===== config.mk =====
export PLATFORM = sky130hd
export DESIGN_NAME = a2d_intf
export DESIGN_NICKNAME = d
export VERILOG_FILES = /design/src/rtl/a2d_pkg.sv /design/src/rtl/spi_mstr16.sv /design/src/rtl/a2d_intf.sv
export SDC_FILE = /design/constraint.sdc
export NUM_CORES = 1
export LEC_CHECK = 0
export ABC_AREA = 0
export BUFFER_PORTS_ARGS = -buffer_cell sky130_fd_sc_hd__buf_2
export CAP_MARGIN = 10
export CORE_UTILIZATION = 52
export DETAILED_ROUTE_END_ITERATION = 12
export PLACE_DENSITY_LB_ADDON = 0.15
export SYNTH_ARGS = -nofsm -noshare
export SYNTH_HDL_FRONTEND = slang
export SYNTH_SLANG_ARGS = --single-unit

===== constraint.sdc =====
create_clock -name clk -period 1.75 [get_ports clk]
set_input_delay 0.0875 -clock clk [delete_from_list [all_inputs] [get_ports clk]]
set_output_delay 0.0875 -clock clk [all_outputs]
set_load 0.05 [all_outputs]

===== src/rtl/a2d_pkg.sv =====
// Shared types and constants for the A2D front end: FSM states and the
// IR sensor channel map on the 8-channel ADC.
package a2d_pkg;

    typedef enum logic [2:0] {
        IDLE = 3'd0,
        TX1  = 3'd1,
        GAP  = 3'd2,
        TX2  = 3'd3,
        DONE = 3'd4
    } a2d_state_t;

    localparam logic [2:0] IR_IN_L  = 3'd0;
    localparam logic [2:0] IR_IN_R  = 3'd1;
    localparam logic [2:0] IR_MID_L = 3'd2;
    localparam logic [2:0] IR_OUT_R = 3'd3;
    localparam logic [2:0] IR_MID_R = 3'd4;
    localparam logic [2:0] IR_OUT_L = 3'd7;

endpackage


===== src/rtl/spi_mstr16.sv =====
// One 16-bit SPI mode-3 transaction: SCLK idles high, MOSI changes on the
// falling edge, MISO is sampled on the rising edge.
module spi_mstr16 #(
    parameter int SCLK_DIV_W = 5
) (
    input  logic        clk,
    input  logic        rst_n,
    input  logic        wrt,
    input  logic [15:0] cmd,
    output logic        done,
    output logic [15:0] rd_data,
    output logic        SS_n,
    output logic        SCLK,
    output logic        MOSI,
    input  logic        MISO
);

    localparam int W = SCLK_DIV_W;
    localparam logic [W-1:0] DIV_LOAD = W'(2**W - 10);
    localparam logic [W-1:0] RISE_VAL = W'(2**(W-1) - 1);

    logic         busy;
    logic [W-1:0] div;
    logic [4:0]   bit_cnt;
    logic [15:0]  shift;
    logic         miso_smp;
    logic         fall_evt;
    logic         rise_evt;
    logic         last_evt;

    assign fall_evt = busy && (div == '1);
    assign rise_evt = busy && (div == RISE_VAL);
    assign last_evt = fall_evt && (bit_cnt == 5'd16);

    assign done    = last_evt;
    assign rd_data = shift;
    assign SCLK    = div[W-1];
    assign MOSI    = shift[15];

    always_ff @(posedge clk or negedge rst_n) begin
        if (!rst_n) begin
            busy     <= 1'b0;
            SS_n     <= 1'b1;
            div      <= '1;
            bit_cnt  <= 5'd0;
            shift    <= 16'h0000;
            miso_smp <= 1'b0;
        end else if (wrt && !busy) begin
            busy    <= 1'b1;
            SS_n    <= 1'b0;
            div     <= DIV_LOAD;
            bit_cnt <= 5'd0;
            shift   <= cmd;
        end else if (busy) begin
            if (last_evt) begin
                // div is left at all-ones so SCLK stays high as SS_n rises
                busy  <= 1'b0;
                SS_n  <= 1'b1;
                shift <= {shift[14:0], miso_smp};
            end else begin
                div <= div + W'(1);
                if (rise_evt) begin
                    miso_smp <= MISO;
                    bit_cnt  <= bit_cnt + 5'd1;
                end
                // the fall ending the front porch has no sampled bit yet
                if (fall_evt && (bit_cnt != 5'd0))
                    shift <= {shift[14:0], miso_smp};
            end
        end
    end

endmodule


===== src/rtl/a2d_intf.sv =====
// Conversion sequencer: two SPI frames per request because the ADC returns
// the channel addressed in the previous frame; the second frame holds the result.
module a2d_intf
    import a2d_pkg::*;
#(
    parameter int SCLK_DIV_W = 5,
    parameter int CS_GAP     = 2
) (
    input  logic        clk,
    input  logic        rst_n,
    input  logic        strt_cnv,
    input  logic [2:0]  chnnl,
    output logic        cnv_cmplt,
    output logic [11:0] res,
    output logic        SS_n,
    output logic        SCLK,
    output logic        MOSI,
    input  logic        MISO
);

    localparam int GAP_W = (CS_GAP > 1) ? $clog2(CS_GAP) : 1;

    a2d_state_t       state;
    logic [2:0]       chnnl_lat;
    logic [GAP_W-1:0] gap_cnt;
    logic             spi_wrt;
    logic             spi_done;
    logic [15:0]      spi_cmd;
    logic [15:0]      rd_data;
    logic             rd_unused;

    // in IDLE the request channel goes straight to the SPI so TX1 starts at once
    assign spi_cmd = {2'b00, ((state == IDLE) ? chnnl : chnnl_lat), 11'h000};
    assign spi_wrt = ((state == IDLE) && strt_cnv) ||
                     ((state == GAP) && (gap_cnt == '0));
    assign rd_unused = ^rd_data[15:12];

    spi_mstr16 #(
        .SCLK_DIV_W(SCLK_DIV_W)
    ) u_spi (
        .clk    (clk),
        .rst_n  (rst_n),
        .wrt    (spi_wrt),
        .cmd    (spi_cmd),
        .done   (spi_done),
        .rd_data(rd_data),
        .SS_n   (SS_n),
        .SCLK   (SCLK),
        .MOSI   (MOSI),
        .MISO   (MISO)
    );

    always_ff @(posedge clk or negedge rst_n) begin
        if (!rst_n) begin
            state     <= IDLE;
            chnnl_lat <= 3'd0;
            gap_cnt   <= '0;
            res       <= 12'h000;
            cnv_cmplt <= 1'b0;
        end else begin
            cnv_cmplt <= 1'b0;
            case (state)
                IDLE: begin
                    if (strt_cnv) begin
                        chnnl_lat <= chnnl;
                        state     <= TX1;
                    end
                end
                TX1: begin
                    if (spi_done) begin
                        gap_cnt <= GAP_W'(CS_GAP - 1);
                        state   <= GAP;
                    end
                end
                GAP: begin
                    if (gap_cnt == '0)
                        state <= TX2;
                    else
                        gap_cnt <= gap_cnt - GAP_W'(1);
                end
                TX2: begin
                    if (spi_done)
                        state <= DONE;
                end
                DONE: begin
                    res       <= rd_data[11:0];
                    cnv_cmplt <= 1'b1;
                    state     <= IDLE;
                end
                default: state <= IDLE;
            endcase
        end
    end

endmodule


==> impl_results.rst <==
.. list-table::
   :header-rows: 1

   * - Metric
     - Value
   * - Source-to-sink clock delay at the later pin of the worst-skew pair
     - approximately 0.31 ns
   * - Drt wl/cell
     - roughly 16 µm
   * - PnR worst setup slack
     - -0.0476 ns
   * - Top flip-flop cell by instance count after synthesis
     - sky130_fd_sc_hd__dfrtp_1
   * - Fraction of post-synthesis cell area in the top cell type by area
     - 0.498
   * - Final standard cell area without fillers
     - about 2800 µm²
   * - Setup repair after global routing missed its margin
     - yes
   * - Count of cells along the worst register-to-register path
     - 8
   * - Core Box Area
     - ~4000 µm²
   * - Uppermost metal layer occupied by signal nets
     - met4
   * - Hold path cells
     - 2
   * - Number of hold violations in the final report
     - 0
   * - Worst Path Max Fanout
     - 7
   * - Remaining antenna violation count
     - 0
   * - FF-to-FF End
     - u_spi.rd_data[5]
   * - Worst min-delay path startpoint
     - MISO
   * - Synth Warn #
     - 0
   * - Drt pass-1 iters
     - 4
   * - Final weighted congestion of routability-driven global placement
     - 0.815
   * - Die height
     - around 66 µm
   * - Htree depth
     - 2
   * - Overall via count from detail_route
     - 1557
   * - First-pass GRT wire length
     - slightly above 7 mm
   * - Beginning of the critical path
     - u_spi.div[1]
   * - Maximum clock skew at final layout
     - about 0.0078 ns
   * - TritonCTS clock tree
     - yes
   * - Shortest period the worst path allows
     - 1.80 ns
   * - Most common cell in the netlist
     - sky130_fd_sc_hd__dfrtp_1
   * - Sequential area share after synthesis
     - 0.571
   * - Count of endpoints failing setup in the final report
     - 10
   * - Worst-case hold path end point
     - u_spi.miso_smp
   * - Startpoint kind of the worst setup timing path
     - flop
   * - Register-to-register path setup slack
     - -0.05 ns
   * - Worst hold path type
     - in2reg
   * - DR vias/cell
     - 5.41
   * - Port Buffer Count
     - 22
   * - Placement-stage cell area
     - between 2000 and 2500 µm²
   * - Static leakage
     - 1.28 nW
   * - Share of layout cells above drive strength 1
     - 0.504
   * - Total global-route track usage
     - 0.227
   * - Post-route clock period utilization
     - 1.03
   * - Iteration-0 DRC count of the detailed router
     - 159
   * - Highest attainable clock frequency
     - roughly 0.56 GHz
   * - Synthesized area per cell
     - about 11 µm²
   * - Number of synthesized flops with an enable pin
     - 0
   * - Total length of routed met3 wires
     - around 140 µm
   * - Number of placement rows
     - 23
   * - Worst path required time
     - between 1.5 and 2 ns
   * - Count of distinct cell types in the synthesized netlist
     - 37
   * - Yosys top cell by area
     - sky130_fd_sc_hd__dfrtp_1
   * - Cell count after synthesis
     - about 190
   * - Die area
     - about 4400 µm²
   * - Final net count
     - ~250
   * - Met2 wire length
     - between 2 and 2.5 mm
   * - Layout area overhead
     - 30.0%
   * - Metal-1 WL
     - between 2 and 2.5 mm
   * - CP endpoint kind
     - flop
   * - Clock transition at path regs
     - 0.09 ns
   * - Clock tree root buffer cell
     - sky130_fd_sc_hd__clkbuf_8
   * - HPWL Detailed
     - a little over 3 mm
   * - Max cap viols
     - 0
   * - DRC violation count after routing
     - 0
   * - Result of the run
     - finished with violations
   * - Syn Nets
     - between 200 and 250
   * - Number of global-route vias before repair
     - 1520
   * - Most used standard cells in the synthesized netlist
     - 43 x sky130_fd_sc_hd__dfrtp_1, 33 x sky130_fd_sc_hd__nand2_1, 17 x sky130_fd_sc_hd__a21oi_1
   * - Antenna violations before repair
     - 0
   * - Minimum setup slack after placement
     - -0.155 ns
   * - Worst r2r src
     - u_spi.div[1]
   * - Number of pins exceeding their max-slew limit in the final report
     - 0
   * - Effective utilization at floorplan
     - 0.540
   * - Die extent in x
     - approximately 66 µm
   * - Transition time at the pin with the least slew margin
     - between 0.4 and 0.5 ns
   * - Clock sink count
     - around 50
   * - Peak ir drop on the vdd network
     - approximately 0.0006 V
   * - Final WL
     - roughly 4.6 mm
   * - Synth area leaders
     - sky130_fd_sc_hd__dfrtp_1 50%, sky130_fd_sc_hd__dfstp_2 7.3%, sky130_fd_sc_hd__mux2_2 7.3%, sky130_fd_sc_hd__nand2_1 5.7%, sky130_fd_sc_hd__a21oi_1 3.9%
   * - Setup CP Type
     - reg2reg
   * - Cell area after synthesis
     - around 2200 µm²
   * - Number of inserted diodes
     - 0
   * - Relative max-transition margin
     - 0.677
   * - Number of buffers created by CTS
     - 5
   * - Maximum buffer depth of the clock tree
     - 2
   * - Post-synthesis register bit count
     - 49
   * - Fillcell total
     - 290
   * - Failing checks
     - setup timing
   * - Leftover overflow at the end of global routing
     - 0
   * - P per Cell Area
     - around 670 nW/µm²
   * - Maximum number of pins on one net before global-route repair
     - 21
   * - Synth async-reset ratio
     - 1.00
   * - Io pins
     - 23
   * - Arrival time reported for the critical path endpoint
     - roughly 2 ns
sequential cells by signal, summed over array words and instances (netlist names):
| register | flops |
|---|---|
| u_spi.miso_smp | 1 |
| chnnl_lat | 3 |
| u_spi.rd_data | 16 |
| u_spi.bit_cnt | 5 |
| state | 3 |
| u_spi.div | 5 |
| cnv_cmplt | 1 |
| res | 12 |
| gap_cnt | 1 |
| u_spi.busy | 1 |
| u_spi.SS_n | 1 |
worst max-delay path by stage:
| stage | to | slack, ns | cells after the start |
|---|---|---|---|
| floorplan | u_spi.miso_smp | -0.07 | 7 |
| global placement | u_spi.rd_data[2] | -0.08 | 8 |
| detailed placement | u_spi.rd_data[5] | -0.15 | 8 |
| CTS | u_spi.miso_smp | -0.02 | 7 |
| global route | u_spi.rd_data[5] | -0.11 | 8 |
| finish | u_spi.rd_data[5] | -0.05 | 8 |
where the power goes:
part           total (W)  internal [W]  switching (W)
Sequential       0.00115       0.00114     0.00000670
Combinational  0.0000522     0.0000190      0.0000332
Clock           0.000667      0.000282       0.000385
cell type report:
class / count / area, µm² / share of cell area
well taps: 50 / 62.6 / 0.0223
repair buffers: 47 / 334 / 0.119
flip-flops and latches: 49 / 1230 / 0.440
clock buffers: 6 / 72.6 / 0.0259
multi-input cells: 127 / 1060 / 0.379
clock inverters: 2 / 15.0 / 0.00535
inverters: 7 / 26.3 / 0.00936
repair_timing:
action	4_1_cts	5_1_grt
pin swaps	1	19
setup endpoints to repair	21	25
resized for setup	7	53
hold buffers	1	0
hold endpoints to repair	18	0
gates cloned	0	0
buffers inserted	1	1
metrics by stage:
step                hold WS (ns)  total power (W)  cells   util  TNS (ns)
detailed placement        0.0751          0.00122    277  0.620     -1.28
global route            0.000175          0.00193    288  0.702     -1.50
floorplan                 -0.208          0.00118    191      -    -0.183
global placement          0.0599          0.00122    277  0.620    -0.500
CTS                      0.00882          0.00188    287  0.649   -0.0191
finish                    0.0166          0.00187    288  0.702    -0.217
worst max-delay path, stage by stage, from the launching register on:
cell                      delay, ns
sky130_fd_sc_hd__dfstp_2       0.57
sky130_fd_sc_hd__ha_4          0.13
sky130_fd_sc_hd__and3_4        0.18
sky130_fd_sc_hd__ha_4          0.13
sky130_fd_sc_hd__and2_4        0.15
sky130_fd_sc_hd__and2_4        0.20
sky130_fd_sc_hd__buf_8         0.16
sky130_fd_sc_hd__nand2_2       0.06
sky130_fd_sc_hd__a21oi_2       0.15
cells by family (layout without fill, tap and decap cells):
family	after synthesis	after routing	synth area share
adders and majority gates	5	5	0.0290
AOI/OAI and AO/OA	36	36	0.0996
muxes	22	22	0.111
xor gates and xnor gates	3	3	0.0122
and+or+nand+nor	61	61	0.138
DFF	49	49	0.571
buffers and inverters	15	62	0.0382
metal layers:
metal	up-vias	track usage
li1	750	-
met1	771	0.297
met2	29	0.352
met3	7	0.0621
met4	0	0.0957
met5	-	0
placed cells by master (no fill, tap or decap), types with 6 or more instances in the layout:
cell type | synthesis | layout
sky130_fd_sc_hd__a21oi_2 | 0 | 14
sky130_fd_sc_hd__buf_2 | 2 | 22
sky130_fd_sc_hd__buf_4 | 2 | 16
sky130_fd_sc_hd__buf_6 | 2 | 7
sky130_fd_sc_hd__dfrtp_1 | 43 | 43
sky130_fd_sc_hd__dfstp_2 | 6 | 6
sky130_fd_sc_hd__mux2_2 | 14 | 13
sky130_fd_sc_hd__mux2i_1 | 6 | 6
sky130_fd_sc_hd__nand2_1 | 33 | 22
sky130_fd_sc_hd__nand2_2 | 1 | 6
sky130_fd_sc_hd__nand3_1 | 9 | 6
Note: power is estimated with default switching activity, not from simulation.
